[src/rtl/au_pkg.sv]
// au_pkg: shared operation encoding and width helper for the au arithmetic unit
//   Contents: op_e (OP_ADD / OP_MUL), total_width() giving W = WIDTH_1 + WIDTH_2.
package au_pkg;
  typedef enum logic {
    OP_ADD = 1'b0,
    OP_MUL = 1'b1
  } op_e;
  function automatic int total_width(input int width_1, input int width_2);
    return width_1 + width_2;
  endfunction
endpackage

[src/rtl/au_mul.sv]
// au_mul: combinational unsigned fixed-point multiplier, product rescaled by >>WIDTH_2
//   Ports: a, b (W-bit operands), q (W-bit truncated scaled product),
//          ovf (scaled product does not fit in W bits).
module au_mul
  import au_pkg::*;
#(
  parameter int WIDTH_1 = 4,
  parameter int WIDTH_2 = 4
) (
  input  logic [total_width(WIDTH_1, WIDTH_2)-1:0] a,
  input  logic [total_width(WIDTH_1, WIDTH_2)-1:0] b,
  output logic [total_width(WIDTH_1, WIDTH_2)-1:0] q,
  output logic                                     ovf
);
  localparam int W = total_width(WIDTH_1, WIDTH_2);
  logic [2*W-1:0] p;
  logic [2*W-1:0] s;
  assign p = {{W{1'b0}}, a} * {{W{1'b0}}, b};
  // Bits shifted in at the top are zero, so any set bit above W-1 means overflow.
  assign s = p >> WIDTH_2;
  assign q = s[W-1:0];
  assign ovf = |s[2*W-1:W];
endmodule

[src/rtl/au.sv]
// au: registered unsigned fixed-point add/multiply unit with zero and overflow flags
//   Ports: clk, rst (sync, active-high), in_valid, x_int/x_frac, y_int/y_frac,
//          operation (0 ADD, 1 MUL) -> out_valid, result_int/result_frac, zero, overflow.
//   Build option: define AU_SATURATE_EN to clamp overflowing results to all ones.
module au
  import au_pkg::*;
#(
  parameter int WIDTH_1 = 4,
  parameter int WIDTH_2 = 4
) (
  input  logic               clk,
  input  logic               rst,
  input  logic               in_valid,
  input  logic [WIDTH_1-1:0] x_int,
  input  logic [WIDTH_2-1:0] x_frac,
  input  logic [WIDTH_1-1:0] y_int,
  input  logic [WIDTH_2-1:0] y_frac,
  input  logic               operation,
  output logic               out_valid,
  output logic [WIDTH_1-1:0] result_int,
  output logic [WIDTH_2-1:0] result_frac,
  output logic               zero,
  output logic               overflow
);
  localparam int W = total_width(WIDTH_1, WIDTH_2);
  logic [W-1:0] x, y, mq, raw, fin;
  logic [W:0]   sum;
  logic         movf, ovf;
  assign x = {x_int, x_frac};
  assign y = {y_int, y_frac};
  assign sum = {1'b0, x} + {1'b0, y};
  au_mul #(.WIDTH_1(WIDTH_1), .WIDTH_2(WIDTH_2)) u_mul (
    .a  (x),
    .b  (y),
    .q  (mq),
    .ovf(movf)
  );
  always_comb begin
    raw = op_e'(operation) == OP_MUL ? mq : sum[W-1:0];
    ovf = op_e'(operation) == OP_MUL ? movf : sum[W];
`ifdef AU_SATURATE_EN
    fin = ovf ? {W{1'b1}} : raw;
`else
    fin = raw;
`endif
  end
  always_ff @(posedge clk) begin
    if (rst) begin
      out_valid   <= 1'b0;
      result_int  <= '0;
      result_frac <= '0;
      zero        <= 1'b0;
      overflow    <= 1'b0;
    end else begin
      out_valid <= in_valid;
      if (in_valid) begin
        {result_int, result_frac} <= fin;
        zero                      <= fin == '0;
        overflow                  <= ovf;
      end
    end
  end
endmodule

[config.mk]
export PLATFORM = sky130hd
export DESIGN_NAME = au
export DESIGN_NICKNAME = d
export VERILOG_FILES = /design/src/rtl/au_pkg.sv /design/src/rtl/au_mul.sv /design/src/rtl/au.sv
export SDC_FILE = /design/constraint.sdc
export NUM_CORES = 1
export LEC_CHECK = 0
export ABC_AREA = 1
export CAP_MARGIN = 20
export CORE_MARGIN = 2
export CORE_UTILIZATION = 30
export DETAILED_ROUTE_END_ITERATION = 6
export PLACE_DENSITY = 0.52
export SETUP_SLACK_MARGIN = 0.15
export SYNTH_ARGS = -nofsm -noshare
export SYNTH_HDL_FRONTEND = slang
export SYNTH_SLANG_ARGS = --single-unit
[constraint.sdc]
create_clock -name clk -period 6.24 [get_ports clk]
set_input_delay 0.936 -clock clk [delete_from_list [all_inputs] [get_ports clk]]
set_output_delay 0.936 -clock clk [all_outputs]
set_load 0.1 [all_outputs]
==> results of run 1 <==
[worst register-to-register path, delay by kind of cell, from the launching register on]
family          cells  cell delay, ns
buf+inv             1            0.06
compound gates      1            0.08
flops               1            0.31
simple gates        2            0.14
[area by class of cell]
| type | count | area [sq um] |
|---|---|---|
| Sequential cell | 11 | 220 |
| Timing Repair Buffer | 31 | 308 |
| Inverter | 151 | 567 |
| Multi-Input combinational cell | 326 | 2350 |
| Fill cell | 1161 | 6610 |
| Tap cell | 136 | 170 |
| Clock buffer | 4 | 45.0 |
[metrics by stage]
| step | hold WS [ns] | instance area [sq um] | power (mW) |
|---|---|---|---|
| 5_1_grt | 0.510 | 3660 | 1.06 |
| 6_report | 0.470 | 3660 | 0.923 |
| 3_3_place_gp | 0.466 | 3620 | 0.861 |
| 4_1_cts | 0.479 | 3660 | 0.942 |
| 3_5_place_dp | 0.472 | 3620 | 0.864 |
| 2_1_floorplan | 0.905 | 3170 | 0.677 |
[state kept, by name, indices dropped and copies added, names as in the netlist]
name and count:
zero 1, overflow 1, out_valid 1, result_int 4
result_frac 4
[cell usage in the layout (no fill, tap or decap), types with 2 or more instances in the layout]
master	instances
clkdlybuf4s50_1	30
o21ai_0	5
inv_1	141
nor2_1	23
xor2_1	3
nand3b_1	5
inv_2	8
o211ai_1	2
nand2_2	3
clkinv_1	2
nand3_1	25
dfxtp_1	11
nor2_2	2
ha_1	41
a21oi_1	12
nand2_1	150
fa_1	37
nand4_1	6
a21oi_2	2
clkbuf_8	3
[worst max path at each step]
stage          slack (ns)       end      start
2_1_floorplan        1.64  overflow  x_frac[1]
3_3_place_gp         0.65  overflow   x_int[0]
3_5_place_dp         0.62  overflow   x_int[0]
4_1_cts              0.86  overflow   x_int[0]
5_1_grt              0.58  overflow   x_int[0]
6_report             0.89  overflow   x_int[0]
[power by group through the flow]
stage | Clock, mW | Sequential (mW) | Combinational, mW
CTS | 0.0724 | 0.0859 | 0.783
finish | 0.0703 | 0.0856 | 0.767
global route | 0.0764 | 0.0867 | 0.899
detailed placement | 0 | 0.0873 | 0.777
floorplan | 0 | 0.157 | 0.520
global placement | 0 | 0.0868 | 0.774
[cell families (layout without fill, tap and decap cells)]
| group | count (synthesis) | in the layout | share of synthesized area |
|---|---|---|---|
| xor+xnor | 4 | 4 | 0.0111 |
| flops | 11 | 11 | 0.0696 |
| fa+ha+maj | 78 | 78 | 0.396 |
| buf+inv | 156 | 186 | 0.187 |
| simple gates | 219 | 219 | 0.290 |
| compound gates | 25 | 25 | 0.0462 |
[routing by layer]
| layer | GRT usage | vias up |
|---|---|---|
| met2 | 0.280 | 25 |
| met3 | 0.0109 | 6 |
| li1 | - | 1508 |
| met1 | 0.197 | 1321 |
| met5 | 0 | - |
| met4 | 0.0213 | 0 |
==> run summary, run 1 <==
- completed — status
- overflow — critical hold path startpoint
- 655 — dpl cells
- 0.891 ns — smallest setup slack after layout
- 10,300 sq um — Core Box Area
- 2,860 — vias after detailed routing
- 30 — total of buffers placed on input and output ports
- 5.46 ns — arrival time reported for the critical path endpoint
- 2.32 nW — leakage dissipation
- 0.356 — Final Core Density
- 37 — num rows
- 4 — DRT Pass-1 Iters
- 659 — final instance count without filler cells
- 0.344 — relative slew slack
- register — kind of capture point of the worst setup path
- 6.35 ns — required time reported for the critical path endpoint
- met4 — top layer reached by signal wires
- 0.05 ns — clk slew on worst S/H paths
- 14.1 mm — wire length of the first global-routing pass
- register to register — worst min path class
- 0.880 — last weighted congestion value of the routability-driven placer
- 3 — number of buffers and inverters on the critical path
- 0.234 — proportion of netlist area held by the largest area contributor
- 0 — setup repair bufs after CTS
- fa_1 — cell type with the largest total area after synthesis
- 65 — Iteration-0 DRC Markers
- 0 — final antenna diode count
- 21 — Levels on crit path
- 0 ns — clock skew after layout
- 3 — total CTS buffers
- 0.076 — clock network fraction of total power
- 0 — Max-cap violations
- 11.8 um — routed length per placed instance
- result_frac[3] — r2r startpoint
- 3.81 mm — routed wl met2
- 1 — Max H-tree Level
- yes — CTS tree
- 0 — aggregate global routing overflow
- fa_1 23%, nand2_1 18%, inv_1 17%, ha_1 16%, dfxtp_1 7.0% — largest cells by area after synthesis
- 0.831 — combinational group share of total power
- 7.75 mm — WL final
- 6.67 mm — placed wire-length estimate after detailed placement
- 127 um — met3 routed WL
- 0.619 ns — worst slack after detailed placement
- 0 — number of max-slew violations in the final report
- 5.55 ns — Register-to-Register Setup Slack
- 493 — gate count after technology mapping
- 3,083 — vias in the first global route
- 2 — buffers from clock root to sink, at most
- 107 um — x dimension of the die
- 11 — TritonCTS sink count
- nand2_1 — dominant cell by count in the synthesized netlist
- 3170 sq um — synthesized cell area
- 0.0827 mV — IR Drop Worst-Case VDD
- 0.152 — aggregate global-route resource usage
- clkbuf_8 — cell at the root of the clock tree
- 0.093 — Sequential Power Share
- 15.7% — Layout area overhead
- 107 um — Die Height
- 0.526 mW — switching power summed over all nets
- 0.0402 — share of layout cells above drive strength 1
- 0 — post-detailed-route count of antenna-violating nets
- 8 — CP Max Fanout
- 0 — proportion of synthesized flip-flops having asynchronous set or reset
- 0.308 — starting density of the core
- 0 — Ys Warns
- nand2_1 — most used cell along the critical path
- 0 — CTS hold repair buffers
- 622 — total number of nets in the final design
- 150 x nand2_1, 141 x inv_1, 41 x ha_1 — most common library cells after synthesis
- 29 — library cells used by synthesis
- 11 — synthesized flop and latch total
- 0.397 mW — internal power
- 0.187 GHz — f_max
- 0.0696 — sequential fraction of the synthesis area
- 0 — number of endpoints failing setup at the final stage
- no — setup repair after global routing missed its margin
- 2 — Worst Hold Depth
- 0.23 ns — clock latency of the later-clocked register in the worst-skew pair
- 4 — depth of the worst register-to-register path
- 4.34 — Vias per Instance
- result_frac[3] — Reg2Reg Capture Point
- clkdlybuf4s50_1 — cell with the biggest individual delay on the critical path
- 0.62 ns — highest cell delay on the worst timing path
- 31 — io pins
- 0 — number of antenna violations at the first check in global routing
- 252 nW/um^2 — power density cells
- 0.980 ns — worst slew pin tran
- 0 ns — setup total negative slack
- 0 — Gates resized, CTS repair
- dfxtp_1 — prevailing post-synth register cell
- 11,400 sq um — Die ar.
- primary input to register — category of the critical setup timing path
- 0.857 — final worst path period share
- adder cells — kind of cell with the highest combined delay on the critical path
- 3.73 mm — DRT met1 WL
- 5.35 ns — final period demand of the worst path
- 0 — drc violations
- 15 — pin count of the biggest net entering global routing
- 6.42 sq um — per-instance average area after synthesis
- 0.570 — sw frac
- 0 — number of enable flip-flop cells after synthesis
- 591 — synthesized net count
- clkdlybuf4s50_1 -> ha_1 -> fa_1 -> fa_1 -> fa_1 -> inv_1 -> fa_1 -> inv_1 -> ha_1 -> nand2_1 -> nand2_1 -> a21oi_1 -> nand2_1 -> nand2_1 -> nand2_1 -> nand2_1 -> nand2_1 -> nor2_1 -> nand2_1 -> nand2_1 -> a21oi_1 — Critical Path, Cell by Cell
- overflow — Worst Hold End
- primary input — element type at the critical path start
- 0 — Final Hold Viols
No activity file was read; power rests on OpenSTA's default activity.
==> run 2: changes to the inputs <==
- TNS_END_PERCENT: unset -> 50
==> results of run 2 <==
Same layout as run 1: the final DEF is identical, and so are final timing and power.
